File: src/rtl/axi_lite_ctrl_regs.sv
// AXI4-Lite control/status register block for the DSP datapath.
// Holds the read-only CORE_ID and DATE words and three read/write control fields
// (fifo_en, sel_source, sel_fir). The datapath consumes the control fields as
// static levels.
//
// Optional feature: define AXI_REGS_SLVERR_EN to make unmapped accesses
// (word index 5..7) respond SLVERR. Without it, every access responds OKAY.
//
// Ports:
//   axi_clk, axi_rst         clock, asynchronous active-high reset
//   s_axi_aw*                write-address channel (only addr[4:2] decoded)
//   s_axi_w*                 write-data channel (control bits live in byte 0)
//   s_axi_b*                 write-response channel
//   s_axi_ar*                read-address channel (only addr[4:2] decoded)
//   s_axi_r*                 read-data channel
//   fifo_en, sel_source, sel_fir   registered control levels to the datapath
module axi_lite_ctrl_regs #(
  parameter int unsigned ADDR_WIDTH   = 40,
  parameter int unsigned DATA_WIDTH   = 32,
  parameter logic [31:0] CORE_ID      = 32'h0000_0000,
  parameter logic [31:0] DATE         = 32'h0000_0000,
  parameter int unsigned SEL_SOURCE_W = 2,
  parameter int unsigned SEL_FIR_W    = 2
) (
  input  logic                      axi_clk,
  input  logic                      axi_rst,
  input  logic [ADDR_WIDTH-1:0]     s_axi_awaddr,
  input  logic                      s_axi_awvalid,
  output logic                      s_axi_awready,
  input  logic [DATA_WIDTH-1:0]     s_axi_wdata,
  input  logic [DATA_WIDTH/8-1:0]   s_axi_wstrb,
  input  logic                      s_axi_wvalid,
  output logic                      s_axi_wready,
  output logic [1:0]                s_axi_bresp,
  output logic                      s_axi_bvalid,
  input  logic                      s_axi_bready,
  input  logic [ADDR_WIDTH-1:0]     s_axi_araddr,
  input  logic                      s_axi_arvalid,
  output logic                      s_axi_arready,
  output logic [DATA_WIDTH-1:0]     s_axi_rdata,
  output logic [1:0]                s_axi_rresp,
  output logic                      s_axi_rvalid,
  input  logic                      s_axi_rready,
  output logic                      fifo_en,
  output logic [SEL_SOURCE_W-1:0]   sel_source,
  output logic [SEL_FIR_W-1:0]      sel_fir
);

  localparam logic [1:0] RESP_OKAY   = 2'b00;
  localparam logic [1:0] RESP_SLVERR = 2'b10;

  localparam logic [2:0] IDX_CORE_ID    = 3'd0;
  localparam logic [2:0] IDX_DATE       = 3'd1;
  localparam logic [2:0] IDX_FIFO_EN    = 3'd2;
  localparam logic [2:0] IDX_SEL_SOURCE = 3'd3;
  localparam logic [2:0] IDX_SEL_FIR    = 3'd4;

`ifdef AXI_REGS_SLVERR_EN
  localparam bit SLVERR_EN = 1'b1;
`else
  localparam bit SLVERR_EN = 1'b0;
`endif

  typedef enum logic [1:0] {WR_IDLE, WR_HAVE_AW, WR_HAVE_W, WR_RESP} wr_state_t;
  typedef enum logic {RD_IDLE, RD_RESP} rd_state_t;

  wr_state_t wr_state;
  rd_state_t rd_state;

  // Holding registers for an AW or W beat that arrived before its partner.
  logic [2:0] aw_idx_q;
  logic [7:0] w_byte_q;
  logic       w_strb0_q;

  logic                  aw_hs, w_hs, ar_hs, wr_fire;
  logic [2:0]            wr_idx;
  logic [7:0]            wr_byte;
  logic                  wr_strb0;
  logic [DATA_WIDTH-1:0] rd_word;

  // Only the decoded address bits and byte 0 of the write data carry meaning.
  logic unused_bits;
  assign unused_bits = ^{s_axi_awaddr[ADDR_WIDTH-1:5], s_axi_awaddr[1:0],
                         s_axi_araddr[ADDR_WIDTH-1:5], s_axi_araddr[1:0],
                         s_axi_wdata[DATA_WIDTH-1:8], s_axi_wstrb[DATA_WIDTH/8-1:1],
                         wr_byte};

  function automatic logic [1:0] resp_for(input logic [2:0] idx);
    return (SLVERR_EN && (idx > IDX_SEL_FIR)) ? RESP_SLVERR : RESP_OKAY;
  endfunction

  assign aw_hs = s_axi_awvalid & s_axi_awready;
  assign w_hs  = s_axi_wvalid & s_axi_wready;
  assign ar_hs = s_axi_arvalid & s_axi_arready;

  // Merge the held beat with the one arriving this cycle.
  assign wr_idx   = (wr_state == WR_HAVE_AW) ? aw_idx_q  : s_axi_awaddr[4:2];
  assign wr_byte  = (wr_state == WR_HAVE_W)  ? w_byte_q  : s_axi_wdata[7:0];
  assign wr_strb0 = (wr_state == WR_HAVE_W)  ? w_strb0_q : s_axi_wstrb[0];

  assign wr_fire = ((wr_state == WR_IDLE)    && aw_hs && w_hs) ||
                   ((wr_state == WR_HAVE_AW) && w_hs) ||
                   ((wr_state == WR_HAVE_W)  && aw_hs);

  // Read mux over current register contents (pre-write on a same-cycle write).
  always_comb begin
    rd_word = '0;
    case (s_axi_araddr[4:2])
      IDX_CORE_ID:    rd_word = DATA_WIDTH'(CORE_ID);
      IDX_DATE:       rd_word = DATA_WIDTH'(DATE);
      IDX_FIFO_EN:    rd_word = DATA_WIDTH'(fifo_en);
      IDX_SEL_SOURCE: rd_word = DATA_WIDTH'(sel_source);
      IDX_SEL_FIR:    rd_word = DATA_WIDTH'(sel_fir);
      default:        rd_word = '0;
    endcase
  end

  // Write channel FSM and control registers.
  always_ff @(posedge axi_clk or posedge axi_rst) begin
    if (axi_rst) begin
      wr_state      <= WR_IDLE;
      s_axi_awready <= 1'b0;
      s_axi_wready  <= 1'b0;
      s_axi_bvalid  <= 1'b0;
      s_axi_bresp   <= RESP_OKAY;
      aw_idx_q      <= '0;
      w_byte_q      <= '0;
      w_strb0_q     <= 1'b0;
      fifo_en       <= 1'b0;
      sel_source    <= '0;
      sel_fir       <= '0;
    end else begin
      case (wr_state)
        WR_IDLE, WR_HAVE_AW, WR_HAVE_W: begin
          if (aw_hs) aw_idx_q <= s_axi_awaddr[4:2];
          if (w_hs) begin
            w_byte_q  <= s_axi_wdata[7:0];
            w_strb0_q <= s_axi_wstrb[0];
          end
          if (wr_fire) begin
            // Control fields all sit in byte 0; other strobes have no effect.
            if (wr_strb0) begin
              case (wr_idx)
                IDX_FIFO_EN:    fifo_en    <= wr_byte[0];
                IDX_SEL_SOURCE: sel_source <= wr_byte[SEL_SOURCE_W-1:0];
                IDX_SEL_FIR:    sel_fir    <= wr_byte[SEL_FIR_W-1:0];
                default:        ;
              endcase
            end
            s_axi_bresp   <= resp_for(wr_idx);
            s_axi_bvalid  <= 1'b1;
            s_axi_awready <= 1'b0;
            s_axi_wready  <= 1'b0;
            wr_state      <= WR_RESP;
          end else if (aw_hs) begin
            s_axi_awready <= 1'b0;
            s_axi_wready  <= 1'b1;
            wr_state      <= WR_HAVE_AW;
          end else if (w_hs) begin
            s_axi_awready <= 1'b1;
            s_axi_wready  <= 1'b0;
            wr_state      <= WR_HAVE_W;
          end else begin
            s_axi_awready <= (wr_state != WR_HAVE_AW);
            s_axi_wready  <= (wr_state != WR_HAVE_W);
          end
        end
        WR_RESP: begin
          if (s_axi_bready) begin
            s_axi_bvalid  <= 1'b0;
            s_axi_awready <= 1'b1;
            s_axi_wready  <= 1'b1;
            wr_state      <= WR_IDLE;
          end
        end
        default: wr_state <= WR_IDLE;
      endcase
    end
  end

  // Read channel FSM.
  always_ff @(posedge axi_clk or posedge axi_rst) begin
    if (axi_rst) begin
      rd_state      <= RD_IDLE;
      s_axi_arready <= 1'b0;
      s_axi_rvalid  <= 1'b0;
      s_axi_rdata   <= '0;
      s_axi_rresp   <= RESP_OKAY;
    end else begin
      case (rd_state)
        RD_IDLE: begin
          if (ar_hs) begin
            s_axi_rdata   <= rd_word;
            s_axi_rresp   <= resp_for(s_axi_araddr[4:2]);
            s_axi_rvalid  <= 1'b1;
            s_axi_arready <= 1'b0;
            rd_state      <= RD_RESP;
          end else begin
            s_axi_arready <= 1'b1;
          end
        end
        RD_RESP: begin
          if (s_axi_rready) begin
            s_axi_rvalid  <= 1'b0;
            s_axi_arready <= 1'b1;
            rd_state      <= RD_IDLE;
          end
        end
        default: rd_state <= RD_IDLE;
      endcase
    end
  end

endmodule

File: config.mk
export PLATFORM = sky130hd
export DESIGN_NAME = axi_lite_ctrl_regs
export DESIGN_NICKNAME = d
export VERILOG_FILES = /design/src/rtl/axi_lite_ctrl_regs.sv
export SDC_FILE = /design/constraint.sdc
export NUM_CORES = 1
export LEC_CHECK = 0
export CORE_MARGIN = 4
export CORE_UTILIZATION = 27
export DETAILED_ROUTE_END_ITERATION = 10
export PLACE_DENSITY_LB_ADDON = 0.12
export SYNTH_ARGS = -nofsm -noshare
export SYNTH_HDL_FRONTEND = slang
export SYNTH_SLANG_ARGS = --single-unit
File: constraint.sdc
create_clock -name axi_clk -period 5.5 [get_ports axi_clk]
set_clock_uncertainty 0.1 [all_clocks]
set_input_delay 1.375 -clock axi_clk [delete_from_list [all_inputs] [get_ports axi_clk]]
set_output_delay 1.375 -clock axi_clk [all_outputs]
set_load 0.02 [all_outputs]
# After elaboration in Yosys (flattened, before gate mapping)
# Index checks and enable logic that the tools add are counted.
[op_classes] eq_ne=16 muxes=30 bitwise=4 n_reduce_logical=17
[op_table] op="$mux W1" count=16
[op_table] op="$eq A3 B2 Y1 const B" count=4
[op_table] op="$pmux W1 S2" count=6
[op_table] op="$reduce_and A2 Y1" count=6
[op_table] op="$reduce_and A4 Y1" count=3
[op_table] op="$mux W2" count=5
[op_table] op="$ne A2 B2 Y1 const B" count=5
[op_table] op="$eq A3 B3 Y1 const B" count=2
[op_table] op="$pmux W2 S3" count=1
[op_table] op="$eq A2 B2 Y1 const B" count=2
[op_table] op="$logic_and A1 B1 Y1" count=4
[op_table] op="$ne A4 B4 Y1 const B" count=1
[op_table] op="$pmux W2 S2" count=1
[op_table] op="$and A1 B1 Y1" count=3
[op_table] op="$mux W3" count=1
[op_table] op="$reduce_or A3 Y1" count=1
[op_table] op="$eq A2 B1 Y1 const B" count=1
[op_table] op="$logic_not A2 Y1" count=1
[op_table] op="$logic_or A1 B1 Y1" count=2
[op_table] op="$ne A2 B1 Y1 const B" count=1
[op_table] op="$not A1 Y1" count=1
[word_totals] out_inout_bits=46 input_bits=123 elab_cells=81 reg_bits=51

# Depth between registers and ports, before layout
[logic_depth] depth_word=7 depth_mapped=5 ltp_nobuf=4

# Least setup slack after synthesis
# OpenSTA, ideal clock, no wires.
[synth_path] path_kind="input-to-reg" startpoint="input port s_axi_awaddr[3]" endpoint="register sel_fir[0]" slack_ns=2.875 t_arrival_ns=2.398 required_time_ns=5.272 cell_stages=3 setup_ns=0.128 path_buffers=0 cell_sequence="or4b_1 a21oi_2 mux2_1"
[synth_between] elab_chain_cells=3
[synth_rtl] item="from (decl)" line="27" source="input logic [ADDR_WIDTH-1:0] s_axi_awaddr,"
[synth_rtl] item="$mux W3" line="97" source="assign wr_idx = (wr_state == WR_HAVE_AW) ? aw_idx_q : s_axi_awaddr[4:2];"
[synth_rtl] item="$eq A3 B3 Y1" line="143" source="case (wr_idx)"
[synth_rtl] item="$reduce_and A4 Y1 (no source line)"
[synth_rtl] item="to (signal assigned)" line="146" source="IDX_SEL_FIR: sel_fir <= wr_byte[SEL_FIR_W-1:0];"
[synth_rtl] item="to (decl)" line="46" source="output logic [SEL_FIR_W-1:0] sel_fir"
# Every way passes these cells.
# A chain may end at the register's enable or synchronous reset.

# Worst setup path after layout
# Ends and elaborated chain as after synthesis.

==> impl_metrics.py <==
metrics = {
    "hold_path": {
        "holdPathStages": 2,
        "hp-class": "register to register",
        "hp-start": "s_axi_rdata[0]",
        "whs_endpoint": "s_axi_rdata[0]",
    },
    "drt": {
        "drc": 0,
        "drt-initial-drc-count": 24,
        "antenna_left": 0,
        "vias": 850,
        "via_per_inst": 4.27,
        "dr.pass1.iters": 2,
        "avgRoutedWirePerCell_microns": 12.5,
        "wl_mm": 2.48,
    },
    "synth": {
        "synth-edff-count": 0,
        "synth-seq-cells": 21,
        "ys_async_sr_fraction_pct": 100,
        "synth-warning-count": 0,
        "synth_common_cells": "buf_4 (34), dfrtp_1 (21), mux2_2 (11), a21oi_1 (7), nand2_1 (5)",
        "synth_top_area_cell": "dfrtp_1",
        "synth.top_cell.area_share_pct": 41.7,
        "synth_area_leaders": "dfrtp_1 (42%), buf_4 (20%), mux2_2 (9.8%)",
        "syn_inst": 118,
        "synth.most_common_cell": "buf_4",
        "synth_cell_types": 28,
        "synthesis.area_sq_mm": 0.00126,
        "yosysSeqAreaShare_pct": 41.7,
        "avgSynthCellArea_sq_um": 10.7,
        "synthFlopType": "dfrtp_1",
    },
    "cts": {
        "cts_tree": "yes",
        "path_clk_slew_ns": 0.07,
        "numCtsBuffers": 3,
        "clock_latency_ns": 0.26,
        "cts.repair.resized": 0,
        "ctsHoldBuffers": 0,
        "cts-root-buf": "clkbuf_8",
        "htree_num_levels": 1,
        "postCtsSetupRepairBufs": 0,
        "clkSinkCount": 21,
        "cts_max_path_buffers": 2,
    },
    "timing": {
        "tightest_slew_ns": 0.818,
        "rsz0062_at_grt": "false",
        "finalMaxSlewViolations": 0,
        "final.min_clock_period_ns": 2.86,
        "fmax_mhz": 349,
        "timing.final.crit_share_pct": 52.1,
        "finalWorstSetupSlack_ns": 2.64,
        "hold_viol": 0,
        "relSlewSlack_pct": 45.4,
        "finalSetupViolations": 0,
        "setup-tns-final_ns": 0,
        "worst_hold_slack_ns": 0.384,
    },
    "critical_path": {
        "end_kind": "register",
        "cp_max_fo": 4,
        "worstReg2RegEnd": "sel_fir[0]",
        "cp.required_ns": 5.54,
        "r2r_start": "wr_state[1]",
        "cp.arrival_ns": 2.91,
        "slowest_delay_ns": 0.55,
        "ff2ff_path_depth": 4,
        "r2r_slack_ns": 3.59,
        "critical_path_class": "primary input to register",
        "start_kind": "primary input",
        "slowest_stage": "or4b_1",
        "cp_cell_sequence": "clkdlybuf4s50_1 -> or4b_1 -> a21oi_2 -> mux2_1",
    },
    "layout": {
        "instances_no_fill": 199,
        "area_delta_synth_final_pct": 19.0,
        "multi_input_area_sq_um": 584,
        "final_layout_size_suffix_gt1_share_pct": 12.2,
        "diodes": 0,
        "regArea_sq_um": 526,
        "fin_area_sq_mm": 0.00150,
        "fillCellCount": 454,
        "final_nets": 271,
    },
    "global_route": {
        "grt.overflow.total": 0,
        "grt_pass1_vias": 830,
        "gr-usage-all-layers_pct": 8.68,
        "grt_max_degree": 22,
        "antenna_found_initial": 0,
        "grt_pass1_wl_mm": 4.06,
    },
    "place": {
        "port_buffers": 27,
        "place_congestion": 0.714,
        "place_ws_ns": 2.35,
        "place_area_sq_mm": 0.00145,
        "dp.cells": 195,
        "place_hpwl_mm": 2.00,
    },
    "pwr": {
        "leakage_nw": 0.663,
        "power_density_mw_per_mm2": 477,
        "irDropWorstVdd_uv": 196,
    },
    "run_status": {
        "run_status": "finished clean",
    },
    "die": {
        "boundaryPins": 169,
        "dieArea_sq_mm": 0.00582,
        "num_rows": 24,
        "die_x_microns": 76.3,
        "core_area_sq_mm": 0.00444,
        "initial_core_util_pct": 28.4,
        "fp.dieH_microns": 76.3,
    },
    "flow_run": {
        "cap_violations": 0,
    },
}
## kinds of logic (layout without fill, tap and decap cells)
kind of cell | Yosys count | after routing | share of synthesized area [%]
buf+inv | 37 | 33 | 21.7
simple gates | 29 | 29 | 16.2
other cells | 1 | 34 | 0.298
compound gates | 17 | 17 | 8.44
mux | 13 | 13 | 11.6
flops | 21 | 21 | 41.7
## per-stage QoR
step           utilization (%)  total power, W
6_report                  33.7        0.000715
2_1_floorplan                -        0.000513
4_1_cts                   33.7        0.000726
3_5_place_dp              32.7        0.000622
3_3_place_gp              32.7        0.000614
5_1_grt                   33.7        0.000768
## state kept, by name (all words and copies together) (netlist names), 2 cells and up
| register | flops |
|---|---|
| aw_idx_q | 3 |
| sel_fir | 2 |
| wr_state | 2 |
| s_axi_rdata | 2 |
| w_byte_q | 2 |
| sel_source | 2 |
## cell usage in the layout, fill, tap and decap left out, drive strengths merged
| cell type | count |
|---|---|
| a21o | 1 |
| a21oi | 8 |
| clkbuf | 3 |
| o21a | 1 |
| nand3 | 1 |
| a22oi | 1 |
| o21ai | 2 |
| or4b | 4 |
| nand3b | 4 |
| clkdlybuf4s50 | 27 |
| a31oi | 1 |
| o21bai | 2 |
| nand2 | 5 |
| nor2b | 2 |
| conb | 34 |
| mux2 | 13 |
| and3 | 2 |
| a22o | 1 |
| dfrtp | 21 |
| nand4b | 3 |
| nor4bb | 1 |
| nand2b | 3 |
| nor2 | 4 |
| clkinv | 1 |
| inv | 2 |
## how the worst max path moves through the flow
| stage | to | cells past startpoint | slack [ns] | startpoint |
|---|---|---|---|---|
| 6_report | sel_fir[0] | 4 | 2.64 | s_axi_awaddr[3] |
| 2_1_floorplan | sel_fir[0] | 3 | 2.87 | s_axi_awaddr[3] |
| 3_3_place_gp | sel_fir[0] | 4 | 2.35 | s_axi_awaddr[2] |
| 4_1_cts | sel_fir[0] | 4 | 2.63 | s_axi_awaddr[3] |
| 3_5_place_dp | sel_fir[1] | 4 | 2.35 | s_axi_awaddr[3] |
| 5_1_grt | sel_fir[1] | 4 | 2.56 | s_axi_awaddr[2] |
## final cells by class
cell class | instances | share of cell area, %
repair buffers | 27 | 18.0
multi-input cells | 93 | 39.0
clock buffers | 3 | 2.75
clock inverters | 1 | 0.334
inverters | 2 | 0.501
well taps | 52 | 4.34
flip-flops and latches | 21 | 35.1
## report_power, final
part	total, W	leakage (nW)	internal [W]	switching [W]
clock	0.0000990	0.0255	0.0000504	0.0000486
sequential	0.000295	0.254	0.000225	0.0000699
combinational	0.000321	0.383	0.000165	0.000156
total	0.000715	0.663	0.000441	0.000274
## worst max-delay path: cells and delay by family
| family | cells | cell delay [ns] |
|---|---|---|
| AOI/OAI and AO/OA | 1 | 0.20 |
| muxes | 1 | 0.33 |
| buffers and inverters | 1 | 0.45 |
| and+or+nand+nor | 1 | 0.55 |
## routing by layer
metal  wire, microns  global-route usage (%)  vias up
met4              36                    4.35        0
met1            1080                    10.6      407
li1                -                       -      396
met3             194                    1.77        4
met2            1170                    14.5       43
met5               0                       0        -
Note: power is estimated with default switching activity, not from simulation.
